$ cat config.mk
export PLATFORM = sky130hd
export DESIGN_NAME = parallel_to_serial
export DESIGN_NICKNAME = d
export VERILOG_FILES = /design/src/rtl/parallel_to_serial_pkg.sv /design/src/rtl/parallel_to_serial.sv
export SDC_FILE = /design/constraint.sdc
export NUM_CORES = 1
export LEC_CHECK = 0
export CAP_MARGIN = 10
export CORE_MARGIN = 5
export CORE_UTILIZATION = 31
export DETAILED_ROUTE_END_ITERATION = 12
export PLACE_DENSITY = 0.54
export SYNTH_ARGS = -nofsm -noshare
export SYNTH_HDL_FRONTEND = slang
export SYNTH_SLANG_ARGS = --single-unit
$ cat constraint.sdc
create_clock -name clk -period 1.9 [get_ports clk]
set_input_delay 0.19 -clock clk [delete_from_list [all_inputs] [get_ports clk]]
set_output_delay 0.19 -clock clk [all_outputs]
set_load 0.02 [all_outputs]
$ cat src/rtl/parallel_to_serial_pkg.sv
// Shared definitions for the parallel-to-serial transmit path.
package parallel_to_serial_pkg;

    // Default chunk and word widths (byte chunks of a 64-bit payload word).
    localparam int unsigned S_WIDTH_DEF = 8;
    localparam int unsigned P_WIDTH_DEF = 64;

    // Encodings are shared with the receive side, so they are pinned explicitly.
    typedef enum logic {
        IDLE = 1'b0,
        SEND = 1'b1
    } p2s_state_e;

    // Number of serial chunks per parallel word.
    function automatic int unsigned count_max(input int unsigned p_width,
                                              input int unsigned s_width);
        return p_width / s_width;
    endfunction

endpackage

$ cat src/rtl/parallel_to_serial.sv
// Splits a parallel word into serial chunks, MSB chunk first, with a one-word
// holding register so back-to-back words stream without a bubble.
module parallel_to_serial
    import parallel_to_serial_pkg::*;
#(
    parameter int unsigned S_WIDTH = S_WIDTH_DEF,
    parameter int unsigned P_WIDTH = P_WIDTH_DEF
) (
    input  logic               clk,
    input  logic               rst_n,
    input  logic [P_WIDTH-1:0] in_data,
    input  logic               in_valid,
    output logic               in_ready,
    output logic [S_WIDTH-1:0] out_data,
    output logic               out_valid,
    input  logic               out_ready,
    output logic               out_last,
    output logic               busy
);

    localparam int unsigned     COUNT_MAX = count_max(P_WIDTH, S_WIDTH);
    localparam int unsigned     CNT_W     = $clog2(COUNT_MAX);
    localparam logic [CNT_W-1:0] LAST_CNT = CNT_W'(COUNT_MAX - 1);

    if ((P_WIDTH % S_WIDTH) != 0 || COUNT_MAX < 2) begin : g_param_check
        $error("P_WIDTH must be a multiple of S_WIDTH with at least two chunks");
    end

    p2s_state_e         r_state, w_state_d;
    logic [P_WIDTH-1:0] r_shift, w_shift_d;
    logic [P_WIDTH-1:0] r_hold,  w_hold_d;
    logic               r_hold_full, w_hold_full_d;
    logic [CNT_W-1:0]   r_cnt,   w_cnt_d;

    logic w_in_fire;
    logic w_out_fire;
    logic w_last;
    logic w_bypass;

    assign in_ready   = ~r_hold_full;
    assign out_valid  = (r_state == SEND);
    assign w_last     = (r_state == SEND) && (r_cnt == LAST_CNT);
    assign out_last   = w_last;
    // Shift register is cleared on reset and in IDLE its contents are don't-care.
    assign out_data   = r_shift[P_WIDTH-1 -: S_WIDTH];
    assign busy       = (r_state == SEND) | r_hold_full;
    assign w_in_fire  = in_valid & in_ready;
    assign w_out_fire = out_valid & out_ready;
    // Holding empty at the last chunk: the new word goes straight into the shifter.
    assign w_bypass   = w_out_fire & w_last & ~r_hold_full & w_in_fire;

    // State, shifter, holding register and chunk counter.
    always_ff @(posedge clk or negedge rst_n) begin
        if (!rst_n) begin
            r_state     <= IDLE;
            r_shift     <= '0;
            r_hold      <= '0;
            r_hold_full <= 1'b0;
            r_cnt       <= '0;
        end else begin
            r_state     <= w_state_d;
            r_shift     <= w_shift_d;
            r_hold      <= w_hold_d;
            r_hold_full <= w_hold_full_d;
            r_cnt       <= w_cnt_d;
        end
    end

    // Next-state logic; the shifter only moves on out_fire so a stalled chunk is stable.
    always_comb begin
        w_state_d     = r_state;
        w_shift_d     = r_shift;
        w_hold_d      = r_hold;
        w_hold_full_d = r_hold_full;
        w_cnt_d       = r_cnt;

        unique case (r_state)
            IDLE: begin
                if (w_in_fire) begin
                    w_shift_d = in_data;
                    w_cnt_d   = '0;
                    w_state_d = SEND;
                end
            end
            SEND: begin
                if (w_out_fire) begin
                    if (!w_last) begin
                        w_shift_d = r_shift << S_WIDTH;
                        w_cnt_d   = r_cnt + CNT_W'(1);
                    end else if (r_hold_full) begin
                        w_shift_d     = r_hold;
                        w_cnt_d       = '0;
                        w_hold_full_d = 1'b0;
                    end else if (w_in_fire) begin
                        w_shift_d = in_data;
                        w_cnt_d   = '0;
                    end else begin
                        w_state_d = IDLE;
                    end
                end
                if (w_in_fire && !w_bypass) begin
                    w_hold_d      = in_data;
                    w_hold_full_d = 1'b1;
                end
            end
            default: begin
                w_state_d = IDLE;
            end
        endcase
    end

endmodule

==> flow_metrics.tcl, run 1 <==
set metrics [dict create \
    timing.hold.ws_ps 279 \
    grt-ovfl-total 0 \
    p_per_area_nw_per_um2 1390 \
    crit_required_ps 2180 \
    cts_made_buffers 17 \
    final_area_um2 8100 \
    wirelength_um 16900 \
    p_leak_nw 3.32 \
    place_area_um2 7510 \
    multi_input_area_um2 2730 \
    io_buffers 79 \
    synth_nets 612 \
    p_comb_frac 0.289 \
    nets 680 \
    ys.warnings.count 0 \
    period_share 0.943 \
    ant_nets 0 \
    syn_area_um2 6350 \
    fmax_ghz 0.558 \
    worstPathMaxFanout 18 \
    diodes 0 \
    synthAdderAreaFrac 0.00394 \
    final_max_slew_viol_count 0 \
    synth_top_family_by_area "compound AO/OA/AOI/OAI gates" \
    synth_top_cell_area_share 0.524 \
    synthTopCellsByCount "dfrtp_1 (133), mux2_2 (57), nand2_1 (42), nand2b_1 (39), a21oi_1 (37)" \
    dieArea_um2 23500 \
    slew_headroom 0.515 \
    outcome "finished, final reports clean" \
    drt-initial-drc-count 250 \
    maxCapViolations 0 \
    syn_avg_cell_area_um2 11.7 \
    grt_pass1_wl_um 27300 \
    cp.arrival_ps 2070 \
    seqCellArea_um2 3330 \
    drive_gt1_frac 0.196 \
    yosysMostFrequentCell "dfrtp_1" \
    synth-compound-area-share 0.172 \
    grt_max_degree 75 \
    antenna_found_initial 0 \
    start_util 0.314 \
    p_int_mw 7.83 \
    clkTransAtPathRegs_ps 60 \
    worstMarginPinSlew_ps 727 \
    num_vias 4714 \
    core_area_um2 20200 \
    ys.flop_type "dfrtp_1" \
    switching_power_mw 3.39 \
    htree_levels 4 \
    rows 52 \
    grt_util_all_layers 0.146 \
    firstDrtPassIters 4 \
    ios 80 \
    place.gp.congestion 0.754 \
    remaining_drc_errors 0 \
    setup.worst_path.class "flop to flop" \
    cts_buffer_depth 2 \
    rsz0062_at_grt "no" \
    start_kind "flop" \
    synth_cell_types 32 \
    netlist_instances 542 \
    cts_num_sinks 133 \
    sw_frac_of_total 0.302 \
    setup_slack_ps 109 \
    critPathCaptureType "flop" \
    cts_tree "yes" \
    power.total_mw 11.2 \
    pwr-share-clk 0.288 \
    viasPerCell 5.29 \
    syn2layout_area_growth_pct 27.4 \
    synth_xor_area_frac 0 \
    die_h_um 153 \
    cts_setup_buffers 0 \
    yosys.area.top_type "dfrtp_1" \
    clk_latency_ps 410 \
    ir_drop_uv 676 \
    cts_root_buf "clkbuf_16" \
    first_global_vias 4998 \
    post-route-min-period_ps 1790 \
    synth-async-reset-ratio 1.00 \
    die_x_um 153 \
    ys_ff_latch 133 \
    ys_seq_area_frac 0.524 \
    fillers 1928 \
    ys_top_cells_by_area "dfrtp_1 (52%), mux2_2 (10%), a221o_1 (5.7%)" \
    hold_viol 0 \
    dp_hpwl_um 11000 \
    setup_viol 0 \
    yosys.area_share.simple 0.102 \
    detailedPlace.worstSlack_ps -3.25 \
    muxShareOfSynthArea 0.147 \
    synth_edf_count 0 \
    skew_ps 6.55 \
    post_drt_wl_per_cell_um 19.0 \
    worst-r2r-cell-count 6 \
    seqPwrFrac 0.423 \
    hp-class "primary input to async pin" \
]
==> layout make-up <==
cell class              count  area share
clock inverters            11      0.0168
repair buffers            107       0.139
inverters                   3     0.00139
flip-flops and latches    133       0.411
clock buffers              19      0.0535
well taps                 270      0.0417
multi-input cells         348       0.337
==> registers in the layout (all words and copies together), names as in the netlist <==
name	flops
out_valid	1
r_cnt	3
r_hold	64
r_hold_full	1
r_shift	64
==> worst paths after layout <==
check / start / to / slack [ps]
max reg2reg: r_cnt[0] / r_shift[22] / 110
min in group clk: in_data[5] / r_hold[5] / 400
max: r_cnt[0] / r_shift[22] / 110
max in group asynchronous: rst_n / r_hold[19] / 980
min reg2reg: r_hold[19] / r_shift[19] / 480
min: rst_n / r_shift[59] / 280
==> critical path, stage by stage, from the launching register on <==
cell and delay, ps:
dfrtp_1 380, ha_1 230, ha_4 200, buf_4 170, a31oi_1 230, buf_4 290
o221ai_1 150
==> layout by cell type, fill, tap and decap left out, types with 2 or more instances in the layout <==
cell type / synthesis / routed
a2bb2oi_1: 20 / 20
buf_12: 0 / 10
mux2_2: 57 / 57
nor2_1: 2 / 2
clkbuf_1: 18 / 2
clkbuf_16: 0 / 17
bufinv_16: 0 / 3
clkinv_2: 0 / 6
o221ai_1: 20 / 20
a32oi_1: 8 / 8
a221o_1: 36 / 36
nand3_1: 36 / 36
mux2i_1: 20 / 20
a21oi_1: 37 / 37
o2bb2ai_1: 8 / 8
mux2_1: 8 / 8
clkdlybuf4s50_1: 0 / 75
buf_4: 13 / 18
nand2_1: 42 / 42
a22o_1: 2 / 2
dfrtp_1: 133 / 132
inv_1: 3 / 3
a31oi_1: 2 / 2
nand2b_1: 39 / 39
==> power by group through the flow <==
stage | combinational (mW) | clock, mW | sequential, mW
detailed placement | 3.27 | 0 | 4.78
global placement | 3.17 | 0 | 4.72
floorplan | 2.37 | 0 | 4.53
global route | 3.56 | 3.43 | 4.88
CTS | 3.30 | 3.29 | 4.74
finish | 3.25 | 3.23 | 4.75
==> metal layers <==
metal | vias to the layer above | part of all wire | track usage | routed length, µm
met2 | 80 | 0.48 | 0.233 | 8080
met1 | 2453 | 0.47 | 0.198 | 8040
met4 | 0 | 0.0083 | 0.0348 | 140
met3 | 10 | 0.040 | 0.0387 | 677
met5 | - | 0 | 0 | 0
li1 | 2171 | - | - | -
==> metrics by stage <==
| stage | util | setup TNS [ps] | instances |
|---|---|---|---|
| floorplan | - | 0 | 542 |
| global placement | 0.371 | 0 | 860 |
| detailed placement | 0.371 | -3.25 | 860 |
| CTS | 0.400 | 0 | 891 |
| global route | 0.400 | 0 | 891 |
| finish | 0.400 | 0 | 891 |
==> kinds of logic after synthesis <==
family | Yosys count
AOI/OAI and AO/OA | 135
buffers and inverters | 61
DFF | 133
adders and majority gates | 2
muxes | 85
and+or+nand+nor | 126
==> timing repair <==
action	CTS	global route
resized for setup	6	2
hold buffers	1	0
hold endpoints to repair	30	0
endpoints found under the setup margin	3	2
pin swaps	0	0
Note: power is estimated with default switching activity, not from simulation.
==> run 2: changes to the inputs <==
Settings changed: CTS_CLUSTER_DIAMETER set to 50.
==> results of run 2 <==
Final layout, timing and power as in run 1 (identical DEF).
==> run 3: changes to the inputs <==
Settings changed: CORE_MARGIN 5 to 4, PLACE_DENSITY 0.54 to 0.55.
Clock period 1.9 ns to 1.5 ns, I/O delays scaled along.
==> flow_metrics.tcl, run 3 (same netlist as run 1, synthesis figures left out) <==
set metrics [dict create \
    critPathCaptureType "flop" \
    layout_common_cells "dfrtp_1 (131), clkdlybuf4s50_1 (66), mux2_4 (48), a21oi_1 (37)" \
    final_max_slew_viol_count 0 \
    critPathMaxStageDelay_ps 390 \
    clk_latency_ps 430 \
    clkTransAtPathRegs_ps 60 \
    path_depth 7 \
    hold_viol 0 \
    maxCapViolations 0 \
    viasPerCell 5.40 \
    cp.arrival_ps 2060 \
    rows 52 \
    grt-ovfl-total 0 \
    ant_nets 0 \
    reg_top3 "r_hold: 64 flops, r_shift: 64 flops, r_cnt: 3 flops" \
    wirelength_um 19500 \
    period_share 1.17 \
    slowest_stage "dfrtp_1" \
    grt_pass1_wl_um 28700 \
    first_global_vias 5258 \
    reg2reg_from "r_cnt[1]" \
    final_common_cell "dfrtp_1" \
    p_per_area_nw_per_um2 1730 \
    startpoint "r_cnt[1]" \
    reg2reg_slack_ps -260 \
    worstMarginPinSlew_ps 441 \
    fmax_ghz 0.569 \
    final_cells 941 \
    drive_gt1_frac 0.368 \
    num_vias 5085 \
    nets 728 \
    place.gp.congestion 0.782 \
    fillers 1805 \
    grt_max_degree 62 \
    worstPathMaxFanout 7 \
    dp_hpwl_um 11600 \
    final_util 0.469 \
    diodes 0 \
    core_area_um2 20200 \
    pwr-share-clk 0.283 \
    switching_power_mw 5.07 \
    ios 80 \
    cts_made_buffers 17 \
    post-route-min-period_ps 1760 \
    worst-r2r-cell-count 7 \
    io_buffers 79 \
    dieArea_um2 22900 \
    antenna_found_initial 0 \
    crit_chain "ha_2 -> ha_4 -> nand2_4 -> nand3_4 -> buf_12 -> clkbuf_16 -> mux2_4" \
    drt-initial-drc-count 372 \
    cts_num_sinks 133 \
    remaining_drc_errors 0 \
    cts_buffer_depth 2 \
    setup_viol 132 \
    start_util 0.315 \
    rsz0062_at_grt "yes" \
    crit_required_ps 1800 \
    timing.hold.ws_ps 178 \
    p_leak_nw 4.09 \
    cts_root_buf "clkbuf_16" \
    skew_ps 9.11 \
    violations "negative setup slack" \
    cts_tree "yes" \
    start_kind "flop" \
    slew_headroom 0.706 \
    sw_frac_of_total 0.310 \
    r2r_end "r_hold[28]" \
    seqPwrFrac 0.377 \
    syn2layout_area_growth_pct 49.0 \
    hp-class "primary input to async pin" \
    firstDrtPassIters 5 \
    crit_buf_inv 2 \
    place_inst 880 \
    grt_util_all_layers 0.164 \
    die_x_um 151 \
    p_int_mw 11.3 \
    setup.worst_path.class "flop to flop" \
    die_h_um 151 \
    ir_drop_uv 860 \
    htree_levels 4 \
    setup_slack_ps -259 \
    crit_family "adder cells" \
    p_comb_frac 0.340 \
    outcome "complete, but fails checks" \
    post_drt_wl_per_cell_um 20.8 \
]
==> run 3: area by class of cell <==
type	instances	area, µm²	share of cell area
clock buffers	17	425	0.0449
clock inverters	15	229	0.0242
well taps	270	338	0.0357
repair buffers	155	1870	0.197
inverters	3	16.3	0.00172
multi-input cells	348	3260	0.344
flip-flops and latches	133	3330	0.352
==> run 3: timing repair <==
action / 4_1_cts / 5_1_grt
hold buffers: 1 / 0
setup endpoints to repair: 143 / 136
cloned: 5 / 10
resized for setup: 79 / 77
pin swaps: 4 / 17
buffers inserted: 10 / 5
hold endpoints to repair: 111 / 0
==> run 3: how the worst max path moves through the flow <==
stage / end / slack, ps
after floorplan: r_hold[3] / -120
after global placement: r_shift[35] / -270
after detailed placement: r_shift[37] / -300
after CTS: r_shift[45] / -260
after global routing: r_shift[39] / -320
final: r_hold[28] / -260
==> run 3: layer usage <==
metal,up-vias,routed length [µm],global-route usage
li1,2270,-,-
met1,2644,8440,0.210
met2,140,9800,0.274
met3,31,873,0.0371
met4,0,405,0.0553
met5,-,0,0
==> run 3: power groups by stage <==
stage          Combinational (mW)  Clock (mW)  Sequential (mW)
2_1_floorplan                3.23           0             5.76
3_3_place_gp                 4.24           0             6.01
3_5_place_dp                 4.37           0             6.08
4_1_cts                      4.83        4.72             6.07
5_1_grt                      5.96        4.88             6.32
6_report                     5.56        4.63             6.18
==> run 3: worst reg2reg max path: stages, from the launching register on <==
cell       delay, ps
dfrtp_1          390
ha_2             210
ha_4             210
nand2_4           90
nand3_4          100
buf_12           180
clkbuf_16        180
mux2_4           300
==> run 3: per-stage QoR <==
stage	setup WS (ps)	total power [mW]	cell area, µm²	TNS [ps]
2_1_floorplan	-123	8.99	6530	-11610
3_3_place_gp	-272	10.2	7800	-30390
3_5_place_dp	-302	10.4	7800	-34100
4_1_cts	-255	15.6	8920	-25880
5_1_grt	-319	17.2	9470	-34660
6_report	-259	16.4	9470	-27430
